===== src/rtl/fetch_unit.sv =====
// rtl/fetch_unit.sv - instruction-fetch stage with PC, IF/ID register, stall, redirect and halt
//
// Purpose: owns the program counter, presents pc to instruction memory and
// captures the returned word into the IF/ID register for decode.
// Optional build macro: FETCH_HALT_DET_EN (instr_in == 16'hFFFF halts fetch).
//
// Ports:
//   clk           rising-edge clock
//   rst_n         synchronous active-low reset
//   stall         hold pc and IF/ID (decode hazard)
//   redirect      branch/jump taken, load redir_target
//   redir_target  new byte address (bit 0 ignored)
//   instr_in      instruction word from memory for current pc
//   pc            current fetch byte address
//   if_id_instr   registered instruction for decode
//   if_id_pc      registered link value (pc + PC_STEP) of that instruction
//   if_id_valid   IF/ID holds a real instruction
//   halted        fetch stopped
//   fetch_cnt     saturating count of valid IF/ID loads
module fetch_unit #(
  parameter logic [15:0] RESET_PC   = 16'h0000,
  parameter int          PC_STEP    = 2,
  parameter int          PROG_WORDS = 16,
  parameter logic [15:0] NOP_INSTR  = 16'h0000
) (
  input  logic        clk,
  input  logic        rst_n,
  input  logic        stall,
  input  logic        redirect,
  input  logic [15:0] redir_target,
  input  logic [15:0] instr_in,
  output logic [15:0] pc,
  output logic [15:0] if_id_instr,
  output logic [15:0] if_id_pc,
  output logic        if_id_valid,
  output logic        halted,
  output logic [15:0] fetch_cnt
);

  localparam logic [15:0] LAST_PC = 16'(2 * PROG_WORDS - 2);

  typedef enum logic [1:0] {
    FETCH = 2'd0,
    FLUSH = 2'd1,
    HALT  = 2'd2
  } state_t;

  state_t state;

  logic [16:0] pc_inc;
  logic        end_of_prog;
  logic [15:0] tgt;
  logic        halt_op;

  // 17-bit sum so the end-of-program compare cannot be fooled by wrap.
  assign pc_inc      = {1'b0, pc} + 17'(PC_STEP);
  assign end_of_prog = pc_inc > {1'b0, LAST_PC};
  assign tgt         = {redir_target[15:1], 1'b0};

`ifdef FETCH_HALT_DET_EN
  assign halt_op = (instr_in == 16'hFFFF);
`else
  assign halt_op = 1'b0;
`endif

  always_ff @(posedge clk) begin
    if (!rst_n) begin
      state       <= FETCH;
      pc          <= RESET_PC;
      if_id_instr <= NOP_INSTR;
      if_id_pc    <= 16'h0000;
      if_id_valid <= 1'b0;
      halted      <= 1'b0;
      fetch_cnt   <= 16'h0000;
    end else if (redirect) begin
      // Redirect wins over stall and leaves HALT; the wrong-path slot becomes a bubble.
      pc          <= tgt;
      if_id_instr <= NOP_INSTR;
      if_id_valid <= 1'b0;
      if (tgt > LAST_PC) begin
        state  <= HALT;
        halted <= 1'b1;
      end else begin
        state  <= FLUSH;
        halted <= 1'b0;
      end
    end else begin
      case (state)
        HALT: begin
          // First HALT edge replaces the last valid instruction with a bubble; later edges re-load the same bubble.
          if_id_instr <= NOP_INSTR;
          if_id_valid <= 1'b0;
          halted      <= 1'b1;
        end
        default: begin
          // FETCH and FLUSH behave identically; FLUSH only marks the post-redirect cycle.
          if (stall) begin
            state <= FETCH;
          end else begin
            if_id_instr <= instr_in;
            if_id_pc    <= pc_inc[15:0];
            if_id_valid <= 1'b1;
            if (fetch_cnt != 16'hFFFF) begin
              fetch_cnt <= fetch_cnt + 16'd1;
            end
            if (end_of_prog || halt_op) begin
              state  <= HALT;
              halted <= 1'b1;
            end else begin
              state <= FETCH;
              pc    <= pc_inc[15:0];
            end
          end
        end
      endcase
    end
  end

endmodule


===== config.mk =====
export PLATFORM = sky130hd
export DESIGN_NAME = fetch_unit
export DESIGN_NICKNAME = d
export VERILOG_FILES = /design/src/rtl/fetch_unit.sv
export SDC_FILE = /design/constraint.sdc
export NUM_CORES = 1
export LEC_CHECK = 0
export CAP_MARGIN = 40
export CORE_MARGIN = 2
export CORE_UTILIZATION = 40
export CTS_CLUSTER_DIAMETER = 30
export CTS_CLUSTER_SIZE = 14
export DETAILED_ROUTE_END_ITERATION = 6
export GPL_ROUTABILITY_DRIVEN = 1
export GPL_TIMING_DRIVEN = 0
export HOLD_SLACK_MARGIN = 0.08
export MAX_ROUTING_LAYER = met4
export PLACE_DENSITY = 0.72
export REMOVE_ABC_BUFFERS = 1
export SLEW_MARGIN = 20
export SYNTH_ARGS = -nofsm -noshare
export SYNTH_HDL_FRONTEND = slang
export SYNTH_SLANG_ARGS = --single-unit

===== constraint.sdc =====
create_clock -name clk -period 3.64 [get_ports clk]
set_input_delay 1.092 -clock clk [delete_from_list [all_inputs] [get_ports clk]]
set_output_delay 1.092 -clock clk [all_outputs]
set_load 0.02 [all_outputs]

After elaboration in Yosys (flattened, before gate mapping)

Cells that the tools add are included.

$add $sub $neg: 2
Magnitude comparators: 2
Equality and inequality tests: 6
Mux-type cells: 14
Bitwise gates (word level): 5
Reductions and logical operators: 8

Operator list:

| operator                                                                | count |
|---|---|
| 16-bit 2-to-1 mux                                                       | 4 |
| 16-bit by 2-bit adder with 17-bit output, second input constant         | 1 |
| 17-bit by 5-bit > comparator with 1-bit output, second input constant   | 1 |
| 16-bit by 1-bit adder with 16-bit output, second input constant         | 1 |
| 16-bit by 5-bit > comparator with 1-bit output, second input constant   | 1 |
| 16-bit inequality test, second input constant                           | 1 |
| 2-bit 2-to-1 mux                                                        | 5 |
| 3-bit AND reduction                                                     | 3 |
| 1-bit 2-to-1 mux                                                        | 5 |
| 1-bit NOT                                                               | 5 |
| 2-bit inequality test, second input constant                            | 2 |
| 4-bit AND reduction                                                     | 1 |
| 3-bit by 1-bit inequality test with 1-bit output, second input constant | 1 |
| 3-bit nonzero test                                                      | 1 |
| 3-bit OR reduction                                                      | 1 |
| 2-bit equality test, second input constant                              | 1 |
| 2-bit by 1-bit inequality test with 1-bit output, second input constant | 1 |
| 2-bit AND reduction                                                     | 1 |
| 2-bit OR reduction                                                      | 1 |

Bits in registers: 68
Input bits: 36

Logic depth before layout (Yosys ltp)

Gate-level depths: netlist of the first run.

Depth after elaboration: 6
Mapped depth: 8
Gate-level depth less buffers: 7

Least setup slack after synthesis of the first run

OpenSTA, ideal clock, no wires.

Kind: input to register
From: input port stall
To: register fetch_cnt[5]
Setup time: 0.071 ns
Data arrival time: 2.678 ns
Required time: 3.569 ns
Path slack: 0.892 ns
Stages: 7
Path buffers: 2
Cell sequence: buf_4 -> or3_1 -> clkbuf_1 -> a21oi_2 -> nand4_1 -> or3_1 -> a21oi_1

Word-level cells in the longest chain between the ends: 2

RTL lines:

| element                              | RTL line | RTL |
|---|---|---|
| from (decl)                          | 28       | `input logic stall,` |
| 1-bit NOT (no source line)           | --       |  |
| 4-bit AND reduction (no source line) | --       |  |
| to (signal assigned)                 | 104      | `fetch_cnt <= fetch_cnt + 16'd1;` |
| to (decl)                            | 37       | `output logic [15:0] fetch_cnt` |

No other way between the ends.
A chain may end at the register's enable or synchronous reset.

Final worst setup path of the first run

Same ends and word-level chain as after synthesis.

==> results.yml, run 1 <==
die:
  rows: 31
  io_pins: 102
  die-height_um: 90.9
  core_sq_mm: 0.00729
  start_util: 0.415
  die_area_sq_mm: 0.00827
  die_w_um: 90.9
power:
  ir_drop_mv: 0.224
  p_per_area_mw_per_mm2: 394
  p_clk_frac: 0.389
  finalPower_uw: 1690
  pwr-share-seq: 0.465
  p_sw_frac: 0.246
  comb_power_share: 0.147
  leakagePower_uw: 0.00155
  netSwitchingPower_uw: 416
  power.internal_uw: 1270
critical_path:
  reg2reg_to: "pc[1]$_SDFFE_PN0P_"
  worstSetupPathDepth: 6
  max_stage_delay_ns: 0.65
  cpMostUsedCell: "or3_1"
  cp-start-kind: "input pin"
  worst-endpoint-arrival_ns: 3.42
  reg2regPathDepth: 7
  worstSetupPathType: "in -> reg"
  crit_start: "stall"
  path_cells: "clkdlybuf4s50_1, or3_1, a21oi_2, nand4_1, or3_1, a21oi_1"
  worst-endpoint-required_ns: 3.90
  regToRegStartpoint: "pc[1]$_SDFFE_PN0P_"
  path_buf_inv: 1
  end_kind: "register"
  cp_slowest_cell: "clkdlybuf4s50_1"
  crit_fanout: 9
  cp_top_family: "simple AND/OR/NAND/NOR gates"
  rrSetupSlack_ns: 1.23
  crit_path_end: "fetch_cnt[5]$_SDFFE_PN0P_"
sta:
  fmax_ghz: 0.316
  post-route-period-util: 0.868
  setup_slack_ns: 0.479
  finalSetupViolCount: 0
  hold_viol: 0
  worst_pin_slew_ns: 0.694
  fin_crit_ns: 3.16
  rsz0062_at_grt: "false"
  slew_headroom: 0.537
  slew_viol_final: 0
  fin_worst_skew_ns: 0.00467
placed_design:
  dpl_cell_area_sq_mm: 0.00405
  port_buffers: 98
  dp_hpwl_mm: 5.35
  pre_cts_ws_ns: -0.165
  gp_congestion: 0.820
clocking:
  cts_tree: "done"
  post_cts_buffers: 0
  ctsHoldBuffers: 0
  clk_pin_slew_ns: 0.07
  cts_resized: 0
  cts_buffers: 9
  clockRootBuffer: "clkbuf_8"
  max-clock-path-buffers: 2
  ctsHtreeMaxLevel: 3
  clock_sinks: 66
  clk_latency_ns: 0.33
yosys:
  yosysWarnings: 0
  synth_area_leader_cell: "dfxtp_1"
  seq_area_frac_synth: 0.437
  ys_ff_latch: 66
  synthDistinctLibCells: 46
  synth_edf_count: 0
  syn_area_sq_mm: 0.00302
  synth.top_cell.area_share: 0.437
  yosys-top-cells-count: "66 x dfxtp_1, 63 x nor2_1, 31 x mux2i_1"
  syn_inst: 337
  synth_top_flop_cell: "dfxtp_1"
  avgSynthCellArea_sq_um: 8.97
  synth_area_leaders: "dfxtp_1 44%, mux2i_1 10%, nor2_1 7.8%, xnor2_1 4.6%, xor2_1 3.5%"
  yosysMostFrequentCell: "dfxtp_1"
  async_flop_share: 0
route:
  drt_iter0_drc: 83
  drtPass1Iterations: 4
  wl_mm: 7.29
  antenna_left: 0
  drc_errors: 0
  vias_per_cell: 5.08
  wl_per_cell_um: 13.7
  via_count: 2695
final_layout:
  nets: 466
  multiInputGateArea_sq_mm: 0.00157
  seq_area_sq_mm: 0.00132
  diodes: 0
  fin_area_sq_mm: 0.00428
  postLayoutCoreUtil: 0.586
  syn_to_final_growth_pct: 41.5
  nFillCells: 686
  drive_gt1_frac: 0.0671
global_route:
  grt_max_degree: 42
  grt_pass1_wl_mm: 11.9
  grt_remaining_overflow: 0
  grt_pass1_vias: 2518
  antenna_found_initial: 0
  grt_use_total: 0.183
flow_run:
  drv_cap: 0
status:
  outcome: "finished clean"
min_path:
  min_path_type: "reg -> reg"
## per-layer routing
layer | up-vias | wire length (um) | part of all wire | global-route usage
met2 | 80 | 3250 | 0.45 | 0.277
met3 | 12 | 376 | 0.052 | 0.0373
met5 | - | 0 | 0 | -
met1 | 1254 | 3540 | 0.48 | 0.237
met4 | 0 | 124 | 0.017 | 0.0783
li1 | 1349 | - | - | -
## power by group through the flow
stage / Sequential (uW) / Combinational, uW / Clock [uW]
3_5_place_dp: 800 / 247 / 0
3_3_place_gp: 799 / 240 / 0
4_1_cts: 784 / 247 / 677
2_1_floorplan: 826 / 89.7 / 0
5_1_grt: 788 / 267 / 714
6_report: 784 / 247 / 655
## cell type report
class                   instances  share of cell area
repair buffers                101               0.240
well taps                      99              0.0290
multi-input cells             243               0.366
flip-flops and latches         66               0.309
inverters                       6             0.00527
clock buffers                  15              0.0436
clock inverters                 1             0.00702
## state kept, by name, summed over array words and instances, names as in the netlist
signal	cells
halted	1
state	2
if_id_pc	15
if_id_instr	16
fetch_cnt	16
pc	15
if_id_valid	1
## worst min-delay path, delay by kind of cell, from the launching register on
kind                   cells  cell delay (ns)
buffers and inverters      1             0.05
AOI/OAI and AO/OA          1             0.05
DFF                        1             0.32
## worst min-delay path by stage
stage	slack, ns	to	from	cells after the start
4_1_cts	0.46	if_id_valid$_SDFFE_PP0N_	if_id_valid$_SDFFE_PP0N_	2
3_3_place_gp	0.44	if_id_valid$_SDFFE_PP0N_	if_id_valid$_SDFFE_PP0N_	2
3_5_place_dp	0.44	if_id_valid$_SDFFE_PP0N_	if_id_valid$_SDFFE_PP0N_	2
5_1_grt	0.48	if_id_valid$_SDFFE_PP0N_	if_id_valid$_SDFFE_PP0N_	2
6_report	0.46	if_id_valid$_SDFFE_PP0N_	if_id_valid$_SDFFE_PP0N_	2
2_1_floorplan	0.53	if_id_valid$_SDFFE_PP0N_	if_id_valid$_SDFFE_PP0N_	2
## cells in the final DEF (no fill, tap or decap), drive strengths merged, types with 4 or more instances in the layout
| cell | n |
|---|---|
| clkdlybuf4s50 | 98 |
| dfxtp | 66 |
| nor2 | 63 |
| mux2i | 31 |
| nand2 | 21 |
| xnor2 | 16 |
| nand3 | 15 |
| clkbuf | 15 |
| a211oi | 13 |
| xor2 | 12 |
| nand4 | 9 |
| nor3 | 9 |
| nor4 | 8 |
| a21oi | 7 |
| inv | 5 |
| and3 | 4 |
| o21ai | 4 |
## cell families (layout without fill, tap and decap cells)
family / after synthesis / in the layout / synth area share
other: 1 / 2 / 0.00124
DFF: 66 / 66 / 0.437
xor gates and xnor gates: 28 / 28 / 0.0811
muxes: 31 / 31 / 0.103
buffers and inverters: 29 / 123 / 0.0468
and+or+nand+nor: 142 / 142 / 0.226
adders and majority gates: 3 / 3 / 0.0124
AOI/OAI and AO/OA: 37 / 37 / 0.0927
## through the flow
step | hold slack (ns) | cells | TNS (ns)
after CTS | 0.458 | 530 | 0
final | 0.459 | 531 | 0
after global routing | 0.477 | 531 | 0
after floorplan | 0.526 | 315 | 0
after detailed placement | 0.444 | 514 | -0.584
after global placement | 0.436 | 512 | -12.32
No activity file was read; power rests on OpenSTA's default activity.
==> run 2: changes to the inputs <==
--- a/config.mk
+++ b/config.mk
@@ -15,7 +15,7 @@
 export GPL_TIMING_DRIVEN = 0
 export HOLD_SLACK_MARGIN = 0.08
 export MAX_ROUTING_LAYER = met4
-export PLACE_DENSITY = 0.72
+export PLACE_DENSITY = 0.69
 export REMOVE_ABC_BUFFERS = 1
 export SLEW_MARGIN = 20
 export SYNTH_ARGS = -nofsm -noshare
==> results.yml, run 2 (synthesized netlist as in run 1, its figures left out) <==
sta:
  slew_headroom: 0.535
  setup_slack_ns: 0.338
  rsz0062_at_grt: "false"
  finalSetupViolCount: 0
  post-route-period-util: 0.907
  fin_worst_skew_ns: 0.00491
  finalSetupTns_ns: 0
  fin_crit_ns: 3.30
  hold_viol: 0
  slew_viol_final: 0
  fmax_ghz: 0.303
  worst_pin_slew_ns: 0.696
route:
  drtPass1Iterations: 4
  drt_iter0_drc: 117
  antenna_left: 0
  vias_per_cell: 5.03
  wl_per_cell_um: 14.0
  wl_mm: 7.42
  via_count: 2667
  drc_errors: 0
power:
  netSwitchingPower_uw: 421
  comb_power_share: 0.156
  leakagePower_uw: 0.00152
  p_clk_frac: 0.347
  ir_drop_mv: 0.195
  pwr-share-seq: 0.497
  p_sw_frac: 0.266
  power.internal_uw: 1160
  p_per_area_mw_per_mm2: 373
  finalPower_uw: 1580
die:
  die_area_sq_mm: 0.00827
  die_w_um: 90.9
  core_sq_mm: 0.00729
  die-height_um: 90.9
  rows: 31
  start_util: 0.415
  io_pins: 102
critical_path:
  crit_fanout: 15
  worst-endpoint-arrival_ns: 3.57
  worst-endpoint-required_ns: 3.91
  end_kind: "register"
  worstSetupPathType: "in -> reg"
  cp-start-kind: "input pin"
clocking:
  ctsHtreeMaxLevel: 3
  clk_latency_ns: 0.34
  ctsHoldBuffers: 0
  clk_pin_slew_ns: 0.07
  clockRootBuffer: "clkbuf_8"
  clock_sinks: 66
  cts_resized: 0
  max-clock-path-buffers: 2
  cts_buffers: 9
  post_cts_buffers: 0
  cts_tree: "done"
global_route:
  grt_max_degree: 42
  antenna_found_initial: 0
  grt_remaining_overflow: 0
  grt_pass1_vias: 2644
  grt_pass1_wl_mm: 12.6
  grt_use_total: 0.189
placed_design:
  pre_cts_ws_ns: -0.202
  dp_hpwl_mm: 5.33
  dpl_cell_area_sq_mm: 0.00404
  port_buffers: 98
  gp_congestion: 0.824
final_layout:
  diodes: 0
  final_common_cell: "clkdlybuf4s50_1"
  nets: 466
  top_regs: "fetch_cnt x16, if_id_instr x16"
  fin_area_sq_mm: 0.00423
  postLayoutCoreUtil: 0.580
  drive_gt1_frac: 0.0650
  syn_to_final_growth_pct: 39.9
  final_cell_mix: "98 x clkdlybuf4s50_1, 66 x dfxtp_1, 62 x nor2_1, 31 x mux2i_1, 21 x nand2_1"
  nFillCells: 720
flow_run:
  drv_cap: 0
min_path:
  min_path_type: "reg -> reg"
status:
  outcome: "finished clean"
-- run 2: area by class of cell --
type / instances / area, sq um / share of cell area
tap: 99 / 124 / 0.0293
multi-input combinational: 243 / 1570 / 0.371
sequential: 66 / 1320 / 0.313
clock buffer: 13 / 159 / 0.0376
clock inverter: 2 / 12.5 / 0.00296
inverter: 6 / 22.5 / 0.00533
timing repair buffer: 101 / 1020 / 0.242
-- run 2: path summary, 6_finish.rpt --
kind / cells past startpoint / slack, ns / to / startpoint
max: 7 / 0.34 / fetch_cnt[5]$_SDFFE_PN0P_ / stall
min: 2 / 0.45 / if_id_valid$_SDFFE_PP0N_ / if_id_valid$_SDFFE_PP0N_
max reg2reg: 7 / 1.21 / pc[1]$_SDFFE_PN0P_ / pc[1]$_SDFFE_PN0P_
min reg2reg: 2 / 0.45 / if_id_valid$_SDFFE_PP0N_ / if_id_valid$_SDFFE_PP0N_
-- run 2: critical path, cell delays in order --
cell	delay [ns]
clkdlybuf4s50_1	0.59
buf_8	0.25
or3_1	0.53
a21oi_2	0.41
nand4_1	0.22
or3_1	0.34
a21oi_1	0.14
-- run 2: layer usage --
metal  wire, um  track usage  vias up
met5          0            -        -
met4        188       0.0770        0
met3        410       0.0382       14
met2       3290        0.290       81
met1       3530        0.244     1225
li1           -            -     1347
-- run 2: power groups by stage --
stage	combinational, uW	sequential (uW)	clock [uW]
final	246	785	548
after CTS	246	784	565
after floorplan	89.7	826	0
after global routing	266	789	600
after global placement	240	800	0
after detailed placement	245	801	0
-- run 2: through the flow --
stage | hold WS, ns | std cells
2_1_floorplan | 0.526 | 315
3_3_place_gp | 0.436 | 512
3_5_place_dp | 0.445 | 514
4_1_cts | 0.459 | 529
5_1_grt | 0.472 | 530
6_report | 0.453 | 530
